==> src/rtl/strip_alloc_pkg.sv <==
// Shared state encoding and fit helper for the strip width allocator and its scan unit.
package strip_alloc_pkg;

    typedef enum logic [1:0] {IDLE, SCAN, COMMIT, RESP} state_t;

    localparam int DEFAULT_STRIP_CAP = 128;

    // Evaluated at 32 bits so base + width can never wrap for any legal WIDTH_W.
    function automatic logic fits(input int unsigned base, input int unsigned width,
                                  input int unsigned cap);
        return (base + width) <= cap;
    endfunction

endpackage

==> src/rtl/strip_width_allocator_min_scan.sv <==
// Sequential running-minimum unit: walks candidates 0..NUM-1, one per step, keeping the
// smallest enabled value; strict < keeps the lowest index on ties.
module strip_min_scan
    import strip_alloc_pkg::*;
#(
    parameter int NUM     = 3,
    parameter int WIDTH_W = 8,
    parameter int IDX_W   = $clog2(NUM)
) (
    input  logic               clk,
    input  logic               rst_n,
    input  logic               start,
    input  logic               step,
    input  logic               cand_en,
    input  logic [WIDTH_W-1:0] cand_w,
    output logic [IDX_W-1:0]   idx,
    output logic [WIDTH_W-1:0] best_w,
    output logic [IDX_W-1:0]   best_idx,
    output logic               best_valid,
    output logic               done
);

    assign done = step && (idx == IDX_W'(NUM - 1));

    always_ff @(posedge clk or negedge rst_n) begin
        if (!rst_n) begin
            idx        <= '0;
            best_w     <= '0;
            best_idx   <= '0;
            best_valid <= 1'b0;
        end else if (start) begin
            idx        <= '0;
            best_valid <= 1'b0;
        end else if (step) begin
            if (cand_en && (!best_valid || cand_w < best_w)) begin
                best_w     <= cand_w;
                best_idx   <= idx;
                best_valid <= 1'b1;
            end
            idx <= idx + IDX_W'(1);
        end
    end

endmodule

==> src/rtl/strip_width_allocator.sv <==
// Strip occupancy tracker: serially finds the least-occupied enabled strip, checks the fit
// against STRIP_CAP, commits the new width and reports the placement over valid/ready.
module strip_width_allocator
    import strip_alloc_pkg::*;
#(
    parameter int NUM_STRIPS = 3,
    parameter int WIDTH_W    = 8,
    parameter int STRIP_CAP  = DEFAULT_STRIP_CAP,
    parameter int IDX_W      = $clog2(NUM_STRIPS)
) (
    input  logic                        clk,
    input  logic                        rst_n,
    input  logic [NUM_STRIPS-1:0]       strip_en,
    input  logic                        clear,
    input  logic                        req_valid,
    output logic                        req_ready,
    input  logic [WIDTH_W-1:0]          req_width,
    output logic                        resp_valid,
    input  logic                        resp_ready,
    output logic                        resp_ok,
    output logic [IDX_W-1:0]            resp_strip,
    output logic [WIDTH_W-1:0]          resp_base,
    output logic [NUM_STRIPS*WIDTH_W-1:0] occ_flat
);

    state_t state, state_nxt;

    logic [WIDTH_W-1:0]    occ [NUM_STRIPS];
    logic [NUM_STRIPS-1:0] en_lat;
    logic [WIDTH_W-1:0]    width_lat;

    logic [IDX_W-1:0]   scan_idx;
    logic [IDX_W-1:0]   best_idx;
    logic [WIDTH_W-1:0] best_w;
    logic               best_valid;
    logic               scan_done;
    logic               accept;
    logic               commit_ok;

    // Gated by rst_n so the request side reads not-ready while reset is held.
    assign req_ready  = rst_n && (state == IDLE) && !clear;
    assign accept     = req_valid && req_ready;
    assign resp_valid = (state == RESP);
    assign commit_ok  = best_valid && fits(32'(best_w), 32'(width_lat), 32'(STRIP_CAP));

    strip_min_scan #(
        .NUM     (NUM_STRIPS),
        .WIDTH_W (WIDTH_W),
        .IDX_W   (IDX_W)
    ) u_scan (
        .clk        (clk),
        .rst_n      (rst_n),
        .start      (accept),
        .step       (state == SCAN),
        .cand_en    (en_lat[scan_idx]),
        .cand_w     (occ[scan_idx]),
        .idx        (scan_idx),
        .best_w     (best_w),
        .best_idx   (best_idx),
        .best_valid (best_valid),
        .done       (scan_done)
    );

    always_ff @(posedge clk or negedge rst_n) begin
        if (!rst_n) state <= IDLE;
        else        state <= state_nxt;
    end

    always_comb begin
        state_nxt = state;
        unique case (state)
            IDLE:    if (accept)     state_nxt = SCAN;
            SCAN:    if (scan_done)  state_nxt = COMMIT;
            COMMIT:                  state_nxt = RESP;
            RESP:    if (resp_ready) state_nxt = IDLE;
            default:                 state_nxt = IDLE;
        endcase
    end

    // Request fields are sampled once at accept so later input changes cannot disturb a scan.
    always_ff @(posedge clk) begin
        if (accept) begin
            en_lat    <= strip_en;
            width_lat <= req_width;
        end
    end

    always_ff @(posedge clk or negedge rst_n) begin
        if (!rst_n) begin
            for (int i = 0; i < NUM_STRIPS; i++) occ[i] <= '0;
        end else if (state == IDLE && clear) begin
            for (int i = 0; i < NUM_STRIPS; i++) occ[i] <= '0;
        end else if (state == COMMIT && commit_ok) begin
            occ[best_idx] <= best_w + width_lat;
        end
    end

    always_ff @(posedge clk or negedge rst_n) begin
        if (!rst_n) begin
            resp_ok    <= 1'b0;
            resp_strip <= '0;
            resp_base  <= '0;
        end else if (state == COMMIT) begin
            resp_ok    <= commit_ok;
            resp_strip <= commit_ok ? best_idx : '0;
            resp_base  <= commit_ok ? best_w : '0;
        end else if (resp_valid && resp_ready) begin
            resp_ok    <= 1'b0;
            resp_strip <= '0;
            resp_base  <= '0;
        end
    end

    for (genvar g = 0; g < NUM_STRIPS; g++) begin : g_flat
        assign occ_flat[g*WIDTH_W +: WIDTH_W] = occ[g];
    end

endmodule

==> config.mk <==
export PLATFORM = sky130hd
export DESIGN_NAME = strip_width_allocator
export DESIGN_NICKNAME = d
export VERILOG_FILES = /design/src/rtl/strip_alloc_pkg.sv /design/src/rtl/strip_width_allocator_min_scan.sv /design/src/rtl/strip_width_allocator.sv
export SDC_FILE = /design/constraint.sdc
export NUM_CORES = 1
export LEC_CHECK = 0
export ABC_AREA = 1
export CORE_ASPECT_RATIO = 2
export CORE_UTILIZATION = 30
export CTS_BUF_LIST = sky130_fd_sc_hd__clkbuf_4
export DETAILED_ROUTE_END_ITERATION = 6
export GPL_ROUTABILITY_DRIVEN = 1
export REMOVE_ABC_BUFFERS = 1
export SYNTH_ARGS = -nofsm -noshare
export SYNTH_HDL_FRONTEND = slang
export SYNTH_SLANG_ARGS = --single-unit
==> constraint.sdc <==
create_clock -name clk -period 2.3 [get_ports clk]
set_input_delay 0.575 -clock clk [delete_from_list [all_inputs] [get_ports clk]]
set_output_delay 0.575 -clock clk [all_outputs]
set_load 0.03 [all_outputs]
==> metrics.md <==
| Metric | Value |
|---|---|
| Final Max Slew Viols | `0` |
| Hold Vio Cnt, Final | `0` |
| Lkg Pwr | `2.29 nW` |
| Critical Path Fanout Max | `7` |
| Switching share of power | `48.7%` |
| Mapped Cells | `392` |
| Most common cell after layout, fill and taps aside | `nand2_1` |
| Die Wd | `76.0 um` |
| Final antenna-violating net count | `0` |
| Ys flop type | `dfrtp_1` |
| Row count | `53` |
| CTS clk-pin slew, worst paths | `0.11 ns` |
| Initial antenna violation count | `1` |
| Power density over cell area | `1570 nW/um^2` |
| Outcome | `finished with violations` |
| Nets | `532` |
| Min-Delay Path Class | `input pin to asynchronous set/reset pin` |
| Clock latency on the worst-skew pair | `0.44 ns` |
| Final min period | `2.36 ns` |
| TritonRoute pass-1 iters | `4` |
| Crit-path cells | `nor2_4 -> nand2_1 -> o21ai_2 -> buf_4 -> ha_1 -> nand2_2 -> nor2_2 -> a211oi_2 -> nand2_1 -> nand2_4 -> buf_6 -> nand3_2 -> nand2_1` |
| Number of enable flip-flop cells after synthesis | `11` |
| DRC Markers | `0` |
| Switching pwr | `3.68 mW` |
| Drt via density | `5.15` |
| Core area | `10600 um^2` |
| Violated checks | `negative setup slack` |
| Internal power | `3.88 mW` |
| Most frequent cells in the layout | `nand2_1, clkdlybuf4s50_1, dfrtp_1` |
| Final Instance Area | `4800 um^2` |
| Cell Area, Synth | `3290 um^2` |
| Gr usage total | `18.3%` |
| Worst setup margin | `-0.0631 ns` |
| Global route overflow | `0` |
| Vias in the first global route | `3191` |
| RD Place Congestion | `0.906` |
| Final worst-path cycle share | `103%` |
| # clock sinks | `61` |
| Async set-reset flop share out of synthesis | `82.0%` |
| CTS H-tree lvls | `3` |
| Clock Skew | `0.0173 ns` |
| CTS tree | `done` |
| CP endpoint kind | `flop` |
| Wire length of the first global-routing pass | `15700 um` |
| Layout Utilization | `45.2%` |
| Max Cap Viol | `0` |
| Relative slew slack | `55.2%` |
| Maximum VDD drop | `623 uV` |
| DP Area | `4150 um^2` |
| Share of the yosys chip area belonging to registers | `48.1%` |
| Initial DRC Count | `195` |
| Yosys cell types | `29` |
| PortBufs | `52` |
| Worst setup SP type | `flop` |
| Synth warnings | `0` |
| Slowest CP cell | `dfrtp_2` |
| Clk buf depth | `2` |
| Clock Tree Root | `clkbuf_4` |
| Largest net degree at the start of global routing | `51` |
| Flop pwr share | `23.4%` |
| DRT Wirelength | `10700 um` |
| Most frequent CP cell | `nand2_1` |
| Final setup fails | `12` |
| CTS Buf Count | `9` |
| Combinational share of power | `65.5%` |
| Via Count | `3276` |
| Worst slew pin tran | `0.672 ns` |
| Unrepaired setup endpoints after global routing | `true` |
| Dpl hpwl | `7450 um` |
| WL/cell | `16.8 um` |
| Die Y | `150 um` |
| Hold WS | `0.274 ns` |
| Fmax achieved | `423 MHz` |
| Mean post-synth cell area | `8.39 um^2` |
| CP max stage delay | `0.50 ns` |
| Area grow syn2layout | `45.8%` |
| Kind of critical path | `flop to flop` |
| Total die area | `11400 um^2` |
| Initial Util | `31.0%` |
| TNS Setup | `-0.277 ns` |
| #FFs+latches synth | `61` |
| Clock group share of total power | `11.0%` |
| Share of cells above drive strength 1 | `25.3%` |
| IO Count | `53` |
| Cts hold-fix bufs | `0` |
| CP arrival | `2.75 ns` |
| Worst EP required | `2.69 ns` |
## state kept, by name (all words and copies together) (netlist names)
name / cells
u_scan.idx: 2
u_scan.best_valid: 1
resp_strip: 2
state: 2
resp_base: 8
en_lat: 3
occ_flat: 24
u_scan.best_idx: 2
resp_ok: 1
width_lat: 8
u_scan.best_w: 8
## layer usage
layer | up-vias | track usage, % | part of all wire [%] | wire, um
met2 | 130 | 34.3 | 55 | 5920
li1 | 1534 | - | - | -
met3 | 58 | 3.05 | 3.9 | 416
met1 | 1554 | 17.6 | 33 | 3570
met4 | 0 | 14.5 | 7.3 | 781
met5 | - | 0 | 0 | 0
## power by group through the flow
stage / Clock (mW) / Sequential (mW) / Combinational (mW)
final: 0.835 / 1.77 / 4.95
after floorplan: 0 / 2.08 / 1.73
after CTS: 0.853 / 1.75 / 3.89
after global routing: 0.898 / 1.81 / 5.32
after detailed placement: 0 / 1.76 / 3.73
after global placement: 0 / 1.75 / 3.66
## cell type report
type / count / area (um^2)
antenna: 1 / 2.50
clock buffer: 9 / 67.6
clock inverter: 6 / 78.8
fill: 1074 / 5810
inverter: 41 / 159
multi-input combinational: 283 / 1810
sequential: 61 / 1580
tap: 137 / 171
timing repair buffer: 98 / 927
## stage by stage
step                setup WS [ns]  instances  power, mW
floorplan                  0.0296        380       3.80
global placement           -0.268        601       5.41
detailed placement         -0.331        601       5.49
CTS                       -0.0654        621       6.49
global route               -0.164        636       8.03
finish                    -0.0631        636       7.55
## kinds of logic after synthesis
group / after synthesis / share of synthesized area (%)
AND/OR/NAND/NOR: 213 / 29.1
flip-flops: 61 / 48.1
buffers and inverters: 53 / 6.77
AO/OA/AOI/OAI: 42 / 7.15
adder cells (fa/ha/maj): 22 / 8.60
XOR/XNOR: 1 / 0.266
## cell usage after synthesis (2+ instances only)
| cell | instances | share of area (%) |
|---|---|---|
| nand2_1 | 104 | 12 |
| nand3_2 | 3 | 0.91 |
| ha_1 | 21 | 8.0 |
| nand2_2 | 2 | 0.38 |
| nor3_1 | 2 | 0.30 |
| clkbuf_1 | 6 | 0.68 |
| o21ai_0 | 31 | 4.7 |
| dfrtp_1 | 50 | 38 |
| buf_4 | 2 | 0.46 |
| inv_1 | 39 | 4.5 |
| nor2_1 | 21 | 2.4 |
| buf_6 | 2 | 0.68 |
| inv_2 | 2 | 0.23 |
| nand4_1 | 22 | 4.2 |
| nand3_1 | 57 | 8.7 |
| a21oi_1 | 5 | 0.76 |
| edfxtp_1 | 11 | 10 |
## final timing paths
| path | from | endpoint | slack, ns | cells past startpoint |
|---|---|---|---|---|
| worst max-delay path | u_scan.idx[0] | u_scan.best_w[2] | -0.06 | 13 |
| worst min-delay path | rst_n | resp_base[7] | 0.27 | 2 |
| worst max register to register | u_scan.idx[0] | u_scan.best_w[2] | -0.06 | 13 |
| worst min register to register | resp_base[0] | resp_base[0] | 0.53 | 2 |
| max in group asynchronous | rst_n | u_scan.idx[0] | 1.51 | 2 |
| min in group clk | resp_base[0] | resp_base[0] | 0.53 | 2 |
## timing repair
item,CTS,global route
endpoints found under the setup margin,29,45
buffers inserted,5,6
gates resized for setup,11,76
pin swaps,1,26
gates cloned,0,8
## critical path, delay by kind of cell, from the launching register on
| kind | cells | cell delay [ns] |
|---|---|---|
| buf+inv | 2 | 0.30 |
| fa+ha+maj | 1 | 0.25 |
| flops | 1 | 0.50 |
| compound gates | 2 | 0.34 |
| simple gates | 8 | 0.92 |
(Power assumes the default switching activity.)
